$ cat config.mk
export PLATFORM = sky130hd
export DESIGN_NAME = time_counter
export DESIGN_NICKNAME = d
export VERILOG_FILES = /design/src/rtl/clock_pkg.sv /design/src/rtl/bcd2_counter.sv /design/src/rtl/time_counter.sv
export SDC_FILE = /design/constraint.sdc
export NUM_CORES = 1
export LEC_CHECK = 0
export ABC_AREA = 0
export CORE_MARGIN = 10
export CORE_UTILIZATION = 35
export DETAILED_ROUTE_END_ITERATION = 7
export HOLD_SLACK_MARGIN = 0.06
export PLACE_DENSITY_LB_ADDON = 0.15
export SLEW_MARGIN = 5
export SYNTH_ARGS = -nofsm -noshare
export SYNTH_HDL_FRONTEND = slang
export SYNTH_SLANG_ARGS = --single-unit
export TNS_END_PERCENT = 50
$ cat constraint.sdc
create_clock -name clk -period 6.6 [get_ports clk]
set_clock_uncertainty 0.05 [all_clocks]
set_input_delay 0.99 -clock clk [delete_from_list [all_inputs] [get_ports clk]]
set_output_delay 0.99 -clock clk [all_outputs]
set_load 0.05 [all_outputs]
$ cat src/rtl/clock_pkg.sv
// -----------------------------------------------------------------------------
// clock_pkg
// Shared constants for the digital-clock time-keeping core.
//   - BCD range limits for seconds, minutes and hours (24- and 12-hour)
//   - FSM state encoding (RUN / SET)
//   - bcd2_next(): next value of a packed 2-digit BCD counter
// -----------------------------------------------------------------------------
package clock_pkg;

  localparam logic [7:0] SEC_MAX    = 8'h59;
  localparam logic [7:0] MIN_MAX    = 8'h59;
  localparam logic [7:0] HOUR_MAX24 = 8'h23;
  localparam logic [7:0] HOUR_MAX12 = 8'h12;
  localparam logic [7:0] HOUR_MIN12 = 8'h01;

  localparam logic [0:0] ST_RUN = 1'b0;
  localparam logic [0:0] ST_SET = 1'b1;

  // Step a packed BCD pair (high nibble = tens) by one, wrapping max -> min.
  // Only legal digits are ever produced as long as the input is legal.
  function automatic logic [7:0] bcd2_next(input logic [7:0] value,
                                           input logic [7:0] max_val,
                                           input logic [7:0] min_val);
    logic [7:0] nxt;
    if (value == max_val)
      nxt = min_val;
    else if (value[3:0] == 4'd9)
      nxt = {value[7:4] + 4'd1, 4'd0};
    else
      nxt = {value[7:4], value[3:0] + 4'd1};
    return nxt;
  endfunction

endpackage

$ cat src/rtl/bcd2_counter.sv
// -----------------------------------------------------------------------------
// bcd2_counter
// Two-digit packed BCD counter with configurable range.
// Parameters:
//   MAX     - last value before wrapping (BCD)
//   MIN     - value loaded on wrap (BCD)
//   RST_VAL - value loaded on reset or clear (BCD)
// Ports:
//   clk    in   system clock
//   reset  in   synchronous, active-high reset (loads RST_VAL)
//   clear  in   synchronous load of RST_VAL (lower priority than reset)
//   inc    in   advance by one on this edge
//   value  out  current count, packed BCD
//   wrap   out  combinational: inc is high and value is at MAX, so the next
//               stage can advance on the same edge (no ripple delay)
// -----------------------------------------------------------------------------
module bcd2_counter #(
  parameter logic [7:0] MAX     = 8'h59,
  parameter logic [7:0] MIN     = 8'h00,
  parameter logic [7:0] RST_VAL = 8'h00
) (
  input  logic       clk,
  input  logic       reset,
  input  logic       clear,
  input  logic       inc,
  output logic [7:0] value,
  output logic       wrap
);
  import clock_pkg::*;

  assign wrap = inc && (value == MAX);

  // NOTE: sequential state uses non-blocking assignments so every flop
  // samples pre-edge values regardless of statement order.
  always_ff @(posedge clk) begin
    if (reset || clear)
      value <= RST_VAL;
    else if (inc)
      value <= bcd2_next(value, MAX, MIN);
  end

endmodule

$ cat src/rtl/time_counter.sv
// -----------------------------------------------------------------------------
// time_counter
// Time-keeping core of the digital clock: divides clk to a 1 Hz tick and keeps
// seconds/minutes/hours as packed 2-digit BCD. A SET mode lets push-buttons
// adjust minutes and hours.
// Build option: define TIME_COUNTER_HOUR12_EN for 12-hour mode with a PM flag;
// otherwise 24-hour mode with pm tied low.
// Parameters:
//   TICK_DIV - clk cycles per second tick (>= 2)
//   DB_BITS  - extra synchroniser stages beyond the first (1 = two-flop chain)
// Ports:
//   clk       in   system clock
//   reset     in   synchronous, active-high reset
//   run       in   1 = time advances, 0 = time frozen
//   set_mode  in   1 = SET state, 0 = RUN state (asynchronous level)
//   inc_min   in   button level, rising edge bumps minutes in SET
//   inc_hour  in   button level, rising edge bumps hours in SET
//   bcd_s     out  seconds BCD
//   bcd_m     out  minutes BCD
//   bcd_h     out  hours BCD
//   sec_tick  out  one-cycle pulse after each seconds advance
//   pm        out  PM indicator (12-hour build only)
// -----------------------------------------------------------------------------
module time_counter #(
  parameter int TICK_DIV = 100000000,
  parameter int DB_BITS  = 1
) (
  input  logic       clk,
  input  logic       reset,
  input  logic       run,
  input  logic       set_mode,
  input  logic       inc_min,
  input  logic       inc_hour,
  output logic [7:0] bcd_s,
  output logic [7:0] bcd_m,
  output logic [7:0] bcd_h,
  output logic       sec_tick,
  output logic       pm
);
  import clock_pkg::*;

  localparam int            PW       = $clog2(TICK_DIV);
  localparam logic [PW-1:0] PRE_LAST = PW'(TICK_DIV - 1);

`ifdef TIME_COUNTER_HOUR12_EN
  localparam logic [7:0] H_MAX   = HOUR_MAX12;
  localparam logic [7:0] H_MIN   = HOUR_MIN12;
  localparam logic [7:0] H_RST   = HOUR_MAX12;
  // 11 -> 12 is the only hour step that flips AM/PM.
  localparam logic [7:0] H_FLIP  = 8'h11;
`else
  localparam logic [7:0] H_MAX   = HOUR_MAX24;
  localparam logic [7:0] H_MIN   = 8'h00;
  localparam logic [7:0] H_RST   = 8'h00;
`endif

  // Input synchroniser: bit 2 = set_mode, bit 1 = inc_hour, bit 0 = inc_min.
  logic [2:0]    sync_q [DB_BITS+1];
  logic          set_sync, hour_sync, min_sync;
  logic          min_prev, hour_prev;
  logic [0:0]    state;
  logic [PW-1:0] prescaler;
  logic          in_set, tick, min_edge, hour_edge;
  logic          s_inc, m_inc, h_inc;
  logic          s_wrap, m_wrap, h_wrap_unused;

  always_ff @(posedge clk) begin
    if (reset) begin
      for (int i = 0; i <= DB_BITS; i++) sync_q[i] <= '0;
    end else begin
      sync_q[0] <= {set_mode, inc_hour, inc_min};
      for (int i = 1; i <= DB_BITS; i++) sync_q[i] <= sync_q[i-1];
    end
  end

  assign {set_sync, hour_sync, min_sync} = sync_q[DB_BITS];

  assign in_set    = (state == ST_SET);
  // Edges are only honoured in SET; presses seen in RUN are dropped.
  assign min_edge  = min_sync  & ~min_prev;
  assign hour_edge = hour_sync & ~hour_prev;

  // A pending SET entry (set_sync already high, state still RUN) suppresses
  // the tick so a terminal count on that edge cannot advance seconds.
  assign tick  = run && !in_set && !set_sync && (prescaler == PRE_LAST);

  assign s_inc = tick;
  assign m_inc = in_set ? min_edge  : s_wrap;
  assign h_inc = in_set ? hour_edge : m_wrap;

  always_ff @(posedge clk) begin
    if (reset) begin
      state     <= ST_RUN;
      prescaler <= '0;
      sec_tick  <= 1'b0;
      min_prev  <= 1'b0;
      hour_prev <= 1'b0;
    end else begin
      state     <= set_sync ? ST_SET : ST_RUN;
      min_prev  <= min_sync;
      hour_prev <= hour_sync;
      sec_tick  <= tick;
      if (in_set || tick)
        prescaler <= '0;
      else if (run && !set_sync)
        prescaler <= prescaler + PW'(1);
    end
  end

  bcd2_counter #(.MAX(SEC_MAX), .MIN(8'h00), .RST_VAL(8'h00)) u_sec (
    .clk   (clk),
    .reset (reset),
    .clear (in_set),
    .inc   (s_inc),
    .value (bcd_s),
    .wrap  (s_wrap)
  );

  bcd2_counter #(.MAX(MIN_MAX), .MIN(8'h00), .RST_VAL(8'h00)) u_min (
    .clk   (clk),
    .reset (reset),
    .clear (1'b0),
    .inc   (m_inc),
    .value (bcd_m),
    .wrap  (m_wrap)
  );

  bcd2_counter #(.MAX(H_MAX), .MIN(H_MIN), .RST_VAL(H_RST)) u_hour (
    .clk   (clk),
    .reset (reset),
    .clear (1'b0),
    .inc   (h_inc),
    .value (bcd_h),
    .wrap  (h_wrap_unused)
  );

`ifdef TIME_COUNTER_HOUR12_EN
  always_ff @(posedge clk) begin
    if (reset)
      pm <= 1'b0;
    else if (h_inc && (bcd_h == H_FLIP))
      pm <= ~pm;
  end
`else
  assign pm = 1'b0;
`endif

endmodule

==> results of run 1 <==
## placed cells by master, fill, tap and decap left out, types with 2 or more instances in the layout
cell	instances
nand3b_1	2
nor3_1	12
o21a_1	3
o21ai_0	15
xnor2_1	20
or3_1	6
o32ai_1	2
dfxtp_1	61
nor4b_1	7
nor2_1	45
o31ai_1	3
nand2_1	22
ha_1	13
xor2_1	5
a21oi_1	11
a32o_1	2
nor4_1	9
a31o_2	2
inv_1	14
or2_2	2
nand3_1	14
mux2i_1	2
nor3b_1	4
and3b_1	5
nand4_1	8
clkbuf_8	12
and4_1	4
and3_1	5
clkdlybuf4s50_1	30
nor2b_1	11
a211o_1	2
or4_1	7
a22o_1	3
## final timing paths
check,slack (ns),start,cells past startpoint,end
max,3.36,run,6,prescaler[14]
min,0.39,sync_q[0][0],1,sync_q[0][3]
max reg2reg,3.94,prescaler[0],6,prescaler[14]
min reg2reg,0.39,sync_q[0][0],1,sync_q[0][3]
## per-layer routing
layer	share of wire, %	global-route usage (%)	vias up
met5	0	0	-
met1	49	13.6	1190
met4	1.4	4.74	0
met2	46	17.2	43
met3	4.3	3.10	8
li1	-	-	1306
## Yosys cell counts (all sizes together) (2+ instances only)
| library cell | count |
|---|---|
| nor4 | 10 |
| a32o | 2 |
| o21ai | 15 |
| inv | 14 |
| nand3b | 3 |
| nand2 | 22 |
| a21oi | 11 |
| nand3 | 14 |
| or2 | 4 |
| o31ai | 3 |
| a31o | 2 |
| o32ai | 2 |
| ha | 13 |
| or3 | 6 |
| nor4b | 7 |
| nor3b | 4 |
| dfxtp | 61 |
| a211o | 2 |
| nor2b | 11 |
| clkbuf | 8 |
| mux2i | 2 |
| and4 | 4 |
| buf | 7 |
| a22o | 3 |
| nor2 | 45 |
| nand4 | 9 |
| and3b | 5 |
| xnor2 | 20 |
| or4 | 8 |
| and3 | 5 |
| xor2 | 5 |
| o21a | 3 |
| nor3 | 12 |
## final cells by class
cell class | count | area, um^2
repair buffers | 31 | 308
inverters | 15 | 56.3
flip-flops and latches | 61 | 1220
clock inverters | 3 | 42.5
fillers | 917 | 4990
multi-input cells | 262 | 1710
well taps | 108 | 135
clock buffers | 13 | 169
## sequential cells by signal, summed over array words and instances, names as in the netlist
register / count
in_set: 1
sync_q: 6
u_hour.value: 8
sec_tick: 1
hour_prev: 1
min_prev: 1
u_sec.value: 8
prescaler: 27
u_min.value: 8
## critical path, delay by kind of cell
kind / cells / cell delay (ns)
buf+inv: 1 / 0.52
simple gates: 5 / 1.84
## power groups by stage
stage	sequential, uW	clock [uW]	combinational [uW]
5_1_grt	374	377	25.4
2_1_floorplan	382	0	16.6
6_report	374	347	22.7
3_3_place_gp	382	0	22.9
3_5_place_dp	382	0	23.0
4_1_cts	374	362	23.1
## stage by stage
stage | hold slack [ns] | instances | total power [uW] | setup WS, ns | instance area [um^2]
6_report | 0.391 | 493 | 744 | 3.36 | 3640
5_1_grt | 0.407 | 493 | 776 | 3.13 | 3640
4_1_cts | 0.396 | 493 | 759 | 3.33 | 3640
3_5_place_dp | 0.378 | 477 | 406 | 2.98 | 3430
3_3_place_gp | 0.370 | 477 | 405 | 3.02 | 3430
2_1_floorplan | 0.364 | 353 | 399 | 3.83 | 3060
## logic make-up (layout without fill, tap and decap cells)
logic type	Yosys count	count (layout)	synth area share (%)
and+or+nand+nor	172	172	31.8
DFF	61	61	39.9
AOI/OAI and AO/OA	48	48	10.4
buffers and inverters	30	62	4.25
xor gates and xnor gates	25	25	7.15
adders and majority gates	13	13	5.31
muxes	3	3	1.02
other	1	1	0.122
==> run_results.csv, run 1 <==
group,metric,value,unit
power_and_ir_drop,p_comb_share,3.1,%
clocking,worstSkewPairLatency,0.33,ns
status,status,"finished, final reports clean",
clocking,path_clk_slew,0.06,ns
worst_setup_path,worstPathArrival,3.37,ns
clocking,cts_buffers,9,
synthesis,yosysTopAreaCellShare,39.9,%
place,gp_congestion,0.760,
floorplan,dieArea,12900,um^2
synthesis,ys_ff_latch,61,
drt,drc,0,
power_and_ir_drop,p_leak,0.00125,uW
synthesis,synth_edf_count,0,
power_and_ir_drop,pwr-share-clk,46.7,%
timing,finalSetupViolations,0,
floorplan,num_rows,34,
worst_setup_path,start_kind,"input pin",
global_routing,grt_remaining_overflow,0,
worst_setup_path,cp.required,6.73,ns
global_routing,antenna_found_initial,0,
worst_setup_path,cp-end-kind,"register",
clocking,hold_buffers,0,
synthesis,ys_async_sr_fraction,0,%
timing,finalSetupTns,0,ns
worst_setup_path,crit_fanout,27,
timing,rsz0062_at_grt,"no",
synthesis,syn_inst,353,
synthesis,synth_seq_area_share,39.9,%
power_and_ir_drop,powerDensity,204,nW/um^2
worst_setup_path,crit_type,"in2reg",
clocking,root_buffer,"clkbuf_8",
timing,worstMarginPinSlew,0.883,ns
worst_setup_path,critPathMaxStageDelay,0.69,ns
drt,first_pass_iters,4,
synthesis,avgSynthCellArea,8.67,um^2
synthesis,synth_top_area_cell,"dfxtp_1",
drt,vias,2547,
drt,finalWirelength,6780,um
drt,avgRoutedWirePerCell,13.8,um
clocking,postCtsSetupBuffers,0,
global_routing,grt_max_degree,32,
synthesis,ys.flop_type,"dfxtp_1",
synthesis,ys_top_cells_by_area,"dfxtp_1 40%, xnor2_1 5.7%, nor2_1 5.5%",
floorplan,die_w,114,um
drt,drt-initial-drc-count,131,
power_and_ir_drop,p_sw_share,21.3,%
timing,finalCritPeriodShare,49.1,%
finish,diodes,0,
synthesis,ys_warn_count,0,
worst_setup_path,crit_slowest_cell,"nand2_1",
timing,fmax,309,MHz
timing,finalHoldViolations,0,
place,hpwl,4860,um
clocking,cts_buffer_depth,2,
clocking,h-tree-depth,3,
finish,finalCoreUtilization,42.2,%
global_routing,grt_pass1_wl,11900,um
global_routing,grt_pass1_vias,2483,
finish,drive_gt1_share,6.23,%
synthesis,synthesis.area,3060,um^2
timing,final.min_clock_period,3.24,ns
flow_run,maxCapViolCount,0,
clocking,cts_sinks,61,
power_and_ir_drop,seq_power_share,50.3,%
power_and_ir_drop,vdd_drop_max,0.0000840,V
clocking,post_cts_resized,0,
floorplan,core,8640,um^2
synthesis,syn_nets,372,
floorplan,ios,32,
floorplan,initial_core_util,35.5,%
drt,routed_via_density,5.17,
global_routing,grtUsageTotal,10.9,%
synthesis,yosys.cell_types.count,52,
min_path,hold_class,"reg2reg",
drt,final_antenna_net_count,0,
clocking,cts_tree,"done",
timing,slew-limit-headroom,41.0,%
power_and_ir_drop,p_sw,159,uW
place,numPortBuffers,30,
timing,finalMaxSlewViolations,0,
finish,areaGrowthSynthToFinish,19.0,%
power_and_ir_drop,p_int,585,uW
floorplan,die_height,114,um
worst_setup_path,worstPathCellList,"clkdlybuf4s50_1 -> nand3b_4 -> or4_4 -> or2_1 -> nand2_1 -> nor2_1",
finish,final_net_count,399,
Note: power is estimated with default switching activity, not from simulation.
==> inputs of run 2 (changes only) <==
Clock period 6.6 ns to 3.1 ns, I/O delays scaled along.
==> run_results.csv, run 2 (same netlist as run 1, synthesis figures left out) <==
group,metric,value,unit
worst_setup_path,cp.required,3.26,ns
place,gp_congestion,0.754,
worst_setup_path,start_kind,"input pin",
clocking,post_cts_resized,0,
global_routing,grtUsageTotal,10.9,%
clocking,path_clk_slew,0.07,ns
worst_setup_path,worstPathArrival,2.56,ns
worst_setup_path,crit_fanout,7,
power_and_ir_drop,vdd_drop_max,0.000214,V
global_routing,grt_pass1_wl,11700,um
flow_run,maxCapViolCount,0,
floorplan,ios,32,
timing,finalHoldViolations,0,
clocking,cts_tree,"done",
timing,timing.hold.ws,0.382,ns
finish,final_common_cell,"dfxtp_1",
clocking,cts_buffer_depth,2,
power_and_ir_drop,p_leak,0.00129,uW
clocking,worstSkewPairLatency,0.34,ns
finish,final_net_count,405,
finish,largest_reg_flops,27,
power_and_ir_drop,powerDensity,444,nW/um^2
drt,routed_via_density,5.22,
global_routing,antenna_found_initial,0,
clocking,h-tree-depth,3,
finish,drive_gt1_share,7.67,%
floorplan,die_w,114,um
worst_setup_path,r2r-start,"prescaler[0]",
min_path,worst_hold_startpoint,"sync_q[0][1]",
finish,regMostFlops,"prescaler",
timing,finalSetupViolations,0,
place,dpl_cell_area,3480,um^2
floorplan,dieArea,12900,um^2
drt,first_pass_iters,4,
timing,finalMaxSlewViolations,0,
drt,drc,0,
finish,finalCoreUtilization,42.9,%
worst_setup_path,r2r_cells,6,
clocking,postCtsSetupBuffers,0,
drt,finalWirelength,6810,um
finish,stdcell_area,3700,um^2
timing,finalSetupTns,0,ns
place,hpwl,4870,um
timing,fmax,417,MHz
min_path,hold_class,"reg2reg",
worst_setup_path,rr_endpoint,"u_min.value[6]",
clocking,cts_sinks,61,
timing,finalCritPeriodShare,77.4,%
global_routing,grt_remaining_overflow,0,
place,numPortBuffers,30,
global_routing,grt_max_degree,31,
floorplan,core,8640,um^2
floorplan,die_height,114,um
power_and_ir_drop,finalPower,1640,uW
min_path,min_path_cells,1,
clocking,root_buffer,"clkbuf_8",
clocking,cts_buffers,9,
timing,worstMarginPinSlew,0.552,ns
worst_setup_path,cp-end-kind,"register",
drt,vias,2607,
floorplan,initial_core_util,35.5,%
timing,rsz0062_at_grt,"no",
drt,drt-initial-drc-count,114,
timing,final.min_clock_period,2.40,ns
finish,diodes,0,
timing,slew-limit-headroom,62.8,%
finish,mostFrequentLayoutCells,"61 x dfxtp_1, 45 x nor2_1, 30 x clkdlybuf4s50_1",
clocking,hold_buffers,0,
finish,areaGrowthSynthToFinish,20.9,%
floorplan,num_rows,34,
global_routing,grt_pass1_vias,2428,
drt,final_antenna_net_count,0,
worst_setup_path,reg2reg_slack,0.72,ns
min_path,min_to,"sync_q[0][4]",
status,status,"finished, final reports clean",
worst_setup_path,crit_type,"in2reg",
drt,avgRoutedWirePerCell,13.6,um
==> run 2: cell count changes in the layout (fill, tap and decap cells not counted), sizes merged <==
cell / before / now
clkinv: 2 / 3
bufinv: 1 / 2
clkbuf: 13 / 12
buf: 1 / 7
clkinvlp: 1 / 0
==> run 2: where the power goes <==
part	total, uW	internal (uW)	leakage (uW)	switching, uW
clock	797	494	0.000116	303
combinational	51.2	20.6	0.000677	30.6
sequential	797	791	0.000493	5.46
total	1640	1310	0.00129	339
==> run 2: worst max path at each step <==
stage                              start               to  slack, ns  depth (start not counted)
after floorplan           u_sec.value[0]  u_hour.value[1]       0.63                          8
final                                run   u_min.value[6]       0.70                          6
after CTS                   prescaler[0]  u_hour.value[1]       0.72                          6
after detailed placement             run  u_hour.value[1]       0.35                          6
after global placement               run  u_hour.value[1]       0.38                          6
after global routing        prescaler[0]   u_sec.value[7]       0.58                          6
==> run 2: final cells by class <==
cell class	count	area [um^2]
sequential	61	1220
timing repair buffer	37	353
clock inverter	4	70.1
clock buffer	12	155
fill	870	4930
tap	108	135
multi-input combinational	262	1710
inverter	15	56.3
==> run 2: layer usage <==
| layer | part of all wire (%) | global-route usage (%) |
|---|---|---|
| met3 | 5.3 | 4.36 |
| met1 | 47 | 13.0 |
| met5 | 0 | 0 |
| met2 | 46 | 17.6 |
| met4 | 1.1 | 3.13 |
==> run 2: metrics by stage <==
step / worst slack, ns / cells
after detailed placement: 0.351 / 483
after global placement: 0.379 / 483
after CTS: 0.715 / 499
after global routing: 0.578 / 499
after floorplan: 0.628 / 353
final: 0.702 / 499
==> run 2: worst max-delay path: stages <==
cell and delay [ns]:
clkdlybuf4s50_1 0.51, nand3b_4 0.12, or4_4 0.59, or4_1 0.57, a21oi_1 0.20, o32ai_1 0.10
